File: src/rtl/demux2_64bit_stream_if.sv
// Handshake bundle for the two-way stream demultiplexer: one input stream,
// two output streams. The slave modport is the demux; master is its environment.
interface demux2_64bit_stream_if #(
  parameter int WIDTH = 64
);
  logic             in_valid;
  logic             in_ready;
  logic [WIDTH-1:0] in_data;
  logic             s;
  logic             out0_valid;
  logic             out0_ready;
  logic [WIDTH-1:0] out0_data;
  logic             out1_valid;
  logic             out1_ready;
  logic [WIDTH-1:0] out1_data;

  modport slave (
    input  in_valid, in_data, s, out0_ready, out1_ready,
    output in_ready, out0_valid, out0_data, out1_valid, out1_data
  );

  modport master (
    output in_valid, in_data, s, out0_ready, out1_ready,
    input  in_ready, out0_valid, out0_data, out1_valid, out1_data
  );
endinterface

File: src/rtl/demux2_64bit_stream.sv
// Two-way stream demultiplexer. Each output channel is a one-entry buffer
// (EMPTY/FULL). The select s picks the destination of the accepted word;
// backpressure comes only from the selected channel. Each channel also
// counts the words it has accepted (wrapping counter).
module demux2_64bit_stream #(
  parameter int WIDTH = 64,
  parameter int CNT_W = 8
) (
  input  logic                   clk,
  input  logic                   rst_n,
  demux2_64bit_stream_if.slave   bus,
  output logic [CNT_W-1:0]       cnt0,
  output logic [CNT_W-1:0]       cnt1
);

  logic [1:0]       out_ready;
  logic [1:0]       valid;
  logic [WIDTH-1:0] data  [2];
  logic [CNT_W-1:0] count [2];
  logic             sel_ready;
  logic             accept;

  assign out_ready = {bus.out1_ready, bus.out0_ready};

  // A channel can take a word if it is empty or is being drained this cycle.
  // Held at 0 during reset so nothing can be accepted.
  assign sel_ready    = bus.s ? (~valid[1] | out_ready[1]) : (~valid[0] | out_ready[0]);
  assign bus.in_ready = rst_n & sel_ready;
  assign accept       = bus.in_valid & bus.in_ready;

  generate
    for (genvar gi = 0; gi < 2; gi++) begin : gen_ch
      localparam logic CH = 1'(gi);

      logic             valid_reg;
      logic [WIDTH-1:0] data_reg;
      logic [CNT_W-1:0] cnt_reg;
      logic             load;
      logic             drain;

      // s is only meaningful together with an acceptance.
      assign load  = accept & (bus.s == CH);
      assign drain = valid_reg & out_ready[gi];

      // One-entry buffer: a load wins over a drain so a simultaneous
      // drain+load keeps the channel full with the new word.
      always_ff @(posedge clk or negedge rst_n) begin
        if (!rst_n) begin
          valid_reg <= 1'b0;
          data_reg  <= '0;
          cnt_reg   <= '0;
        end else if (load) begin
          valid_reg <= 1'b1;
          data_reg  <= bus.in_data;
          cnt_reg   <= cnt_reg + 1'b1;
        end else if (drain) begin
          valid_reg <= 1'b0;
        end
      end

      assign valid[gi] = valid_reg;
      assign data[gi]  = data_reg;
      assign count[gi] = cnt_reg;
    end
  endgenerate

  assign bus.out0_valid = valid[0];
  assign bus.out0_data  = data[0];
  assign bus.out1_valid = valid[1];
  assign bus.out1_data  = data[1];
  assign cnt0           = count[0];
  assign cnt1           = count[1];

endmodule

File: src/flat_wrapper.sv
// flat-port wrapper written by rule: the top's interface ports become plain ports
module demux2_64bit_stream_flat 
#(
  parameter int WIDTH = 64,
  parameter int CNT_W = 8
)
  (clk, rst_n, cnt0, cnt1, bus_in_valid, bus_in_data, bus_s, bus_out0_ready, bus_out1_ready, bus_in_ready, bus_out0_valid, bus_out0_data, bus_out1_valid, bus_out1_data);
  demux2_64bit_stream_if #(.WIDTH(WIDTH)) bus_i ();
  input  logic clk;
  input  logic rst_n;
  output logic [CNT_W-1:0] cnt0;
  output logic [CNT_W-1:0] cnt1;
  input wire logic [$bits(bus_i.in_valid)-1:0] bus_in_valid;
  input wire logic [$bits(bus_i.in_data)-1:0] bus_in_data;
  input wire logic [$bits(bus_i.s)-1:0] bus_s;
  input wire logic [$bits(bus_i.out0_ready)-1:0] bus_out0_ready;
  input wire logic [$bits(bus_i.out1_ready)-1:0] bus_out1_ready;
  output wire logic [$bits(bus_i.in_ready)-1:0] bus_in_ready;
  output wire logic [$bits(bus_i.out0_valid)-1:0] bus_out0_valid;
  output wire logic [$bits(bus_i.out0_data)-1:0] bus_out0_data;
  output wire logic [$bits(bus_i.out1_valid)-1:0] bus_out1_valid;
  output wire logic [$bits(bus_i.out1_data)-1:0] bus_out1_data;
  assign bus_i.in_valid = bus_in_valid;
  assign bus_i.in_data = bus_in_data;
  assign bus_i.s = bus_s;
  assign bus_i.out0_ready = bus_out0_ready;
  assign bus_i.out1_ready = bus_out1_ready;
  assign bus_in_ready = bus_i.in_ready;
  assign bus_out0_valid = bus_i.out0_valid;
  assign bus_out0_data = bus_i.out0_data;
  assign bus_out1_valid = bus_i.out1_valid;
  assign bus_out1_data = bus_i.out1_data;
  demux2_64bit_stream #(.WIDTH(WIDTH), .CNT_W(CNT_W)) u_core (.clk(clk), .rst_n(rst_n), .bus(bus_i), .cnt0(cnt0), .cnt1(cnt1));
endmodule
File: config.mk
export PLATFORM = sky130hd
export DESIGN_NAME = demux2_64bit_stream_flat
export DESIGN_NICKNAME = d
export VERILOG_FILES = /design/src/rtl/demux2_64bit_stream_if.sv /design/src/rtl/demux2_64bit_stream.sv /design/src/flat_wrapper.sv
export SDC_FILE = /design/constraint.sdc
export NUM_CORES = 1
export LEC_CHECK = 0
export CAP_MARGIN = 20
export CORE_AREA = 5 5 105 147
export CTS_BUF_LIST = sky130_fd_sc_hd__clkbuf_4
export CTS_CLUSTER_SIZE = 12
export DETAILED_ROUTE_END_ITERATION = 8
export DIE_AREA = 0 0 110 152
export HOLD_SLACK_MARGIN = 0.05
export PLACE_DENSITY = 0.79
export SLEW_MARGIN = 20
export SYNTH_ARGS = -nofsm -noshare
export SYNTH_HDL_FRONTEND = slang
export SYNTH_SLANG_ARGS = --single-unit
File: constraint.sdc
create_clock -name clk -period 1.5 [get_ports clk]
set_input_delay 0.3 -clock clk [delete_from_list [all_inputs] [get_ports clk]]
set_output_delay 0.3 -clock clk [all_outputs]
set_load 0.02 [all_outputs]
; ---- After elaboration in Yosys (flattened, before gate mapping)
; Cells that the tools add are included.
[totals]
mem_bits_ro = 0
reg_bits = 146
mem_count = 0
inputBits = 70
output_inout_bits = 147
word_cells = 26
mem_bits_rw = 0
latchBits = 0
[op_classes]
magnitude_cmp = 0
n_div = 0
n_reduce_logical = 2
n_addsub = 2
multipliers = 0
n_shift = 0
muxes = 5
bitwise = 11
eq_ne = 0
[op_table]
columns = op, count
row1 = "adder 8 x 1 -> 8 bit, second input constant", 2
row2 = AND 1 bit, 6
row3 = 2-to-1 mux 1 bit, 5
row4 = nonzero test 2 bit, 2
row5 = NOT 1 bit, 3
row6 = bitwise OR 1 bit, 2

; ---- Longest topological paths before layout
[logic_depth]
ltp_word = 7
depth_mapped = 6
ltp_nobuf = 4

; ---- Worst setup path before layout
; OpenSTA, ideal clock, no wires.
[synth_timing]
path_type = register -> register
start = reg u_core.gen_ch[1].valid_reg (netlist: u_core.bus.out1_valid)
end = reg u_core.gen_ch[1].data_reg[0] (netlist: u_core.bus.out1_data[0])
synth_period_minus_slack_ps = 1558
path_slack_ps = -58
arrival_ps = 1433
n_path_buf = 1
setup_ps = 125
t_required_ps = 1375
path_stages_with_launch = 5
path_cell_list = dfrtp_1 > and2b_1 > nor2_4 > buf_4 > mux2_2
[synth_via]
elab_chain_cells = 6
[synth_lines]
columns = item, line
row1 = from (decl), demux2_64bit_stream.sv:35  ; logic valid_reg;
row2 = from (signal assigned), demux2_64bit_stream.sv:49  ; valid_reg <= 1'b0;
row3 = from (signal assigned), demux2_64bit_stream.sv:53  ; valid_reg <= 1'b1;
row4 = from (signal assigned), demux2_64bit_stream.sv:57  ; valid_reg <= 1'b0;
row5 = NOT 1 bit, demux2_64bit_stream.sv:27  ; assign sel_ready = bus.s ? (~valid[1] | out_ready[1]) : (~valid[0] | out_ready[0]);
row6 = bitwise OR 1 bit, demux2_64bit_stream.sv:27
row7 = 2-to-1 mux 1 bit, demux2_64bit_stream.sv:27
row8 = AND 1 bit, demux2_64bit_stream.sv:28  ; assign bus.in_ready = rst_n & sel_ready;
row9 = AND 1 bit, demux2_64bit_stream.sv:29  ; assign accept = bus.in_valid & bus.in_ready;
row10 = AND 1 bit, demux2_64bit_stream.sv:42  ; assign load = accept & (bus.s == CH);
row11 = to (signal assigned), demux2_64bit_stream.sv:54  ; data_reg <= bus.in_data;
row12 = to (decl), demux2_64bit_stream.sv:36  ; logic [WIDTH-1:0] data_reg;
; Every way passes these cells.
; A chain may end at the register's enable or synchronous reset.

; ---- Worst setup path after layout
[layout_timing]
start = reg u_core.gen_ch[1].valid_reg (netlist: u_core.bus.out1_valid)
end = reg u_core.gen_ch[1].data_reg[15] (netlist: u_core.bus.out1_data[15])
; Same word-level chain as after synthesis.

==> impl_summary.md <==
Synth
The per-instance average area after synthesis is 16.7 um^2. The count of state elements after synthesis is around 150. The sequential area share after synthesis is between 60% and 70%. The synthesized area is 5610 um^2. The async set or reset register ratio after synthesis is 100%. The synthesized netlist devotes 0.268% of its cell area to compound gates.

The number of instances in the synthesized netlist is 336. The adder-cell area share of the yosys netlist is 0.446%. The post-synthesis share of cell area spent on and, or, nand and nor gates is ~3.0%. The number of different library cells in the post-synthesis netlist is 21. The xor/xnor cell area share of the yosys netlist is approximately 2.2%. The number of enable flip-flop cells after synthesis is 0. The dominant combinational cell family by area after synthesis is multiplexers. The most common flop cell mapped by yosys is dfrtp_1. The number of synthesis warnings is 0.

The net count after synthesis is about 400. Measured against the total synthesized area, the mux share comes to between 20% and 30%.

Pwr
The leakage power is 4.10 nW. The power after layout is about 0.012 W. The largest vdd supply drop is approximately 760 uV. The power density normalized to cell area is between 1000 and 1500 nW/um^2.

STA
Static timing analysis puts the maximum clock frequency at between 500 and 600 MHz. At the pin with the least slew margin, the transition time is approximately 0.60 ns. The final hold violation count was 0. The routed design could run at a clock period as short as 1.79 ns.

The sum of negative setup slack is -23.34 ns. The final clock period utilization by the worst path is 119%. Setup repair after global routing could not meet its margin everywhere.

Setup violations remaining at the end of the flow were counted as 140. The number of pins exceeding their max-slew limit in the final report is 0. Measured against its own limit, the worst slew margin works out to 60.2%. Setup slack on the critical path of the routed design comes to -0.292 ns.

The clock arrives with between 0.01 and 0.015 ns of skew.

Drt
The first routing iteration left 132 violations. The count of antenna-violating nets left after detailed routing is 0. The DRC violation count after routing is 0.

The average vias per placed instance is approximately 4.8. The routed design has between 15000 and 20000 um of wire. After detailed routing, the average wire length per cell comes to roughly 20 um.

The first detailed-routing pass ran for 4 iterations. The routed via count is 3949.

Outcome
The checks that failed: setup timing. The run finished, with violations left.

Floorplanning
The effective utilization at floorplan is between 30% and 40%. The core region is around 14000 um^2. The x dimension of the die is roughly 110 um. The die extent in y is between 150 and 200 um.

The number of top-level pins is between 200 and 250. Row generation in the floorplan step produced 52 rows. The floorplan step defined a die boundary enclosing 16700 um^2.

Critical path
The worst reg-to-reg path cell count is 7. Along the worst path, the maximum fanout reaches 5. The setup slack on the worst flop-to-flop path is -0.29 ns. At the worst endpoint, the required time is approximately 1.9 ns. The element type at the critical path start is a register. Data on the critical path arrives at its endpoint at roughly 2.2 ns. The first element of the critical path is u_core.bus.out1_valid. The startpoint-to-endpoint class of the critical path is reg2reg.

In this run the critical register-to-register path is captured at u_core.bus.out1_data[15]. The worst register-to-register path begins at u_core.bus.out1_valid. The end point of the critical path is u_core.bus.out1_data[15]. The endpoint type of the worst setup path is a register.

GRT
Across every metal layer, demand over resource in global routing totals 19.6%. The number of antenna violations at the first check in global routing came to 1. The pin count of the biggest net entering global routing is 113. The total overflow left after global routing is 0. The via count of the first global-routing pass is 4463. The global-route wire length before repair is around 25000 um.

Clocking
Clock tree synthesis found a total of around 150 sinks. The tree is rooted in a clkbuf_4. The H-tree was split into 4 levels. The number of CTS-inserted buffers is 17.

Clock-pin slew was measured on the worst setup and hold paths at around 0.12 ns. The clock latency reported for the late side of the worst-skew pair is approximately 0.50 ns. No sink is reached through more buffers than the 2 on the longest clock path. TritonCTS built the clock tree.

Placement
Buffers placed on the I/O ports in this run total 216. Routability-driven placement finished with a final weighted congestion of 0.749. At the placement stage, the worst setup path has a slack of -0.567 ns. Once detailed placement completed, the half-perimeter wirelength came to about 10000 um. Summing all placed instances gives a cell area of around 8000 um^2.

Final layout
The area added between synthesis and finish is 54.4%. The number of fill cells in the layout is around 1100. The post-route netlist has between 50% and 60% of its cells at a drive strength greater than 1. The total inserted antenna cells is 0.

Leaving out fill and tap cells, the most frequent cells in the layout are buf_2, dfrtp_1, clkdlybuf4s50_1, mux2_4, mux2_2. The number of nets in the layout is slightly below 700. The final cell area excluding filler cells is slightly below 9000 um^2.

Min path
The class of the tightest hold or removal check is in2async.

Job
The tool flagged a number of max-cap violations equal to 0.
registers in the layout (all words and copies together), names as in the netlist:
register               cells
u_core.bus.out0_data      64
u_core.bus.out1_valid      1
u_core.cnt1                8
u_core.cnt0                8
u_core.bus.out1_data      64
u_core.bus.out0_valid      1
critical path, stage by stage, from the launching register on:
cell and delay [ns]:
dfrtp_1 0.40, and2b_1 0.18, buf_4 0.16, nor2_4 0.14, buf_12 0.12, buf_6 0.10
bufbuf_16 0.26, mux2_2 0.33
synth_stat cells (2+ instances only):
master	count	area share, %
nand2_1	6	0.40
nor4_1	2	0.22
buf_6	14	2.8
nand4_1	4	0.45
xor2_1	4	0.62
nand2b_1	2	0.22
mux2_2	130	26
dfrtp_1	146	65
ha_1	2	0.45
and2_1	2	0.22
nand3_1	5	0.45
xnor2_1	10	1.6
layout make-up:
class / count / area (um^2) / share of cell area, %
timing repair buffer: 283 / 2430 / 28.0
sequential: 146 / 3650 / 42.2
clock buffer: 18 / 135 / 1.56
clock inverter: 13 / 164 / 1.89
tap: 189 / 236 / 2.73
multi-input combinational: 175 / 2050 / 23.7
worst min-delay path by stage:
| stage | end | slack (ns) | depth (start not counted) |
|---|---|---|---|
| 2_1_floorplan | u_core.bus.out0_data[0] | 0.004 | 0 |
| 3_3_place_gp | u_core.bus.out0_valid | 0.09 | 1 |
| 3_5_place_dp | u_core.bus.out0_valid | 0.09 | 1 |
| 4_1_cts | u_core.bus.out0_valid | 0.1 | 2 |
| 5_1_grt | u_core.bus.out0_valid | 0.08 | 2 |
| 6_report | u_core.bus.out0_valid | 0.14 | 2 |
through the flow:
step | util, % | cells | hold WS (ns)
after global routing | 61.4 | 824 | 0.0842
after detailed placement | 56.9 | 743 | 0.0890
final | 61.4 | 824 | 0.145
after floorplan | - | 336 | 0.00441
after global placement | 56.9 | 743 | 0.0892
after CTS | 60.4 | 815 | 0.0963
layer usage:
layer,up-vias,wire length [um],GRT usage (%)
met4,2,272,5.70
met2,151,9020,35.7
li1,1760,-,-
met3,27,1140,5.86
met5,-,13,0
met1,2009,6040,21.4
power breakdown:
part           internal (W)  total [W]  switching [W]
registers           0.00479    0.00526       0.000471
logic               0.00197    0.00422        0.00225
clock network       0.00116    0.00257        0.00141
cell families after synthesis:
family	count (synthesis)
buffers and inverters	15
DFF	146
muxes	130
and+or+nand+nor	27
adders and majority gates	2
AOI/OAI and AO/OA	2
xor gates and xnor gates	14
timing repair:
action,CTS,global route
gates cloned,13,3
endpoints found under the setup margin,283,149
resized for setup,678,24
hold endpoints to repair,34,0
pin swaps,5,3
setup buffers,27,12
hold buffers,1,0
Power figures use the tool's default switching activity.
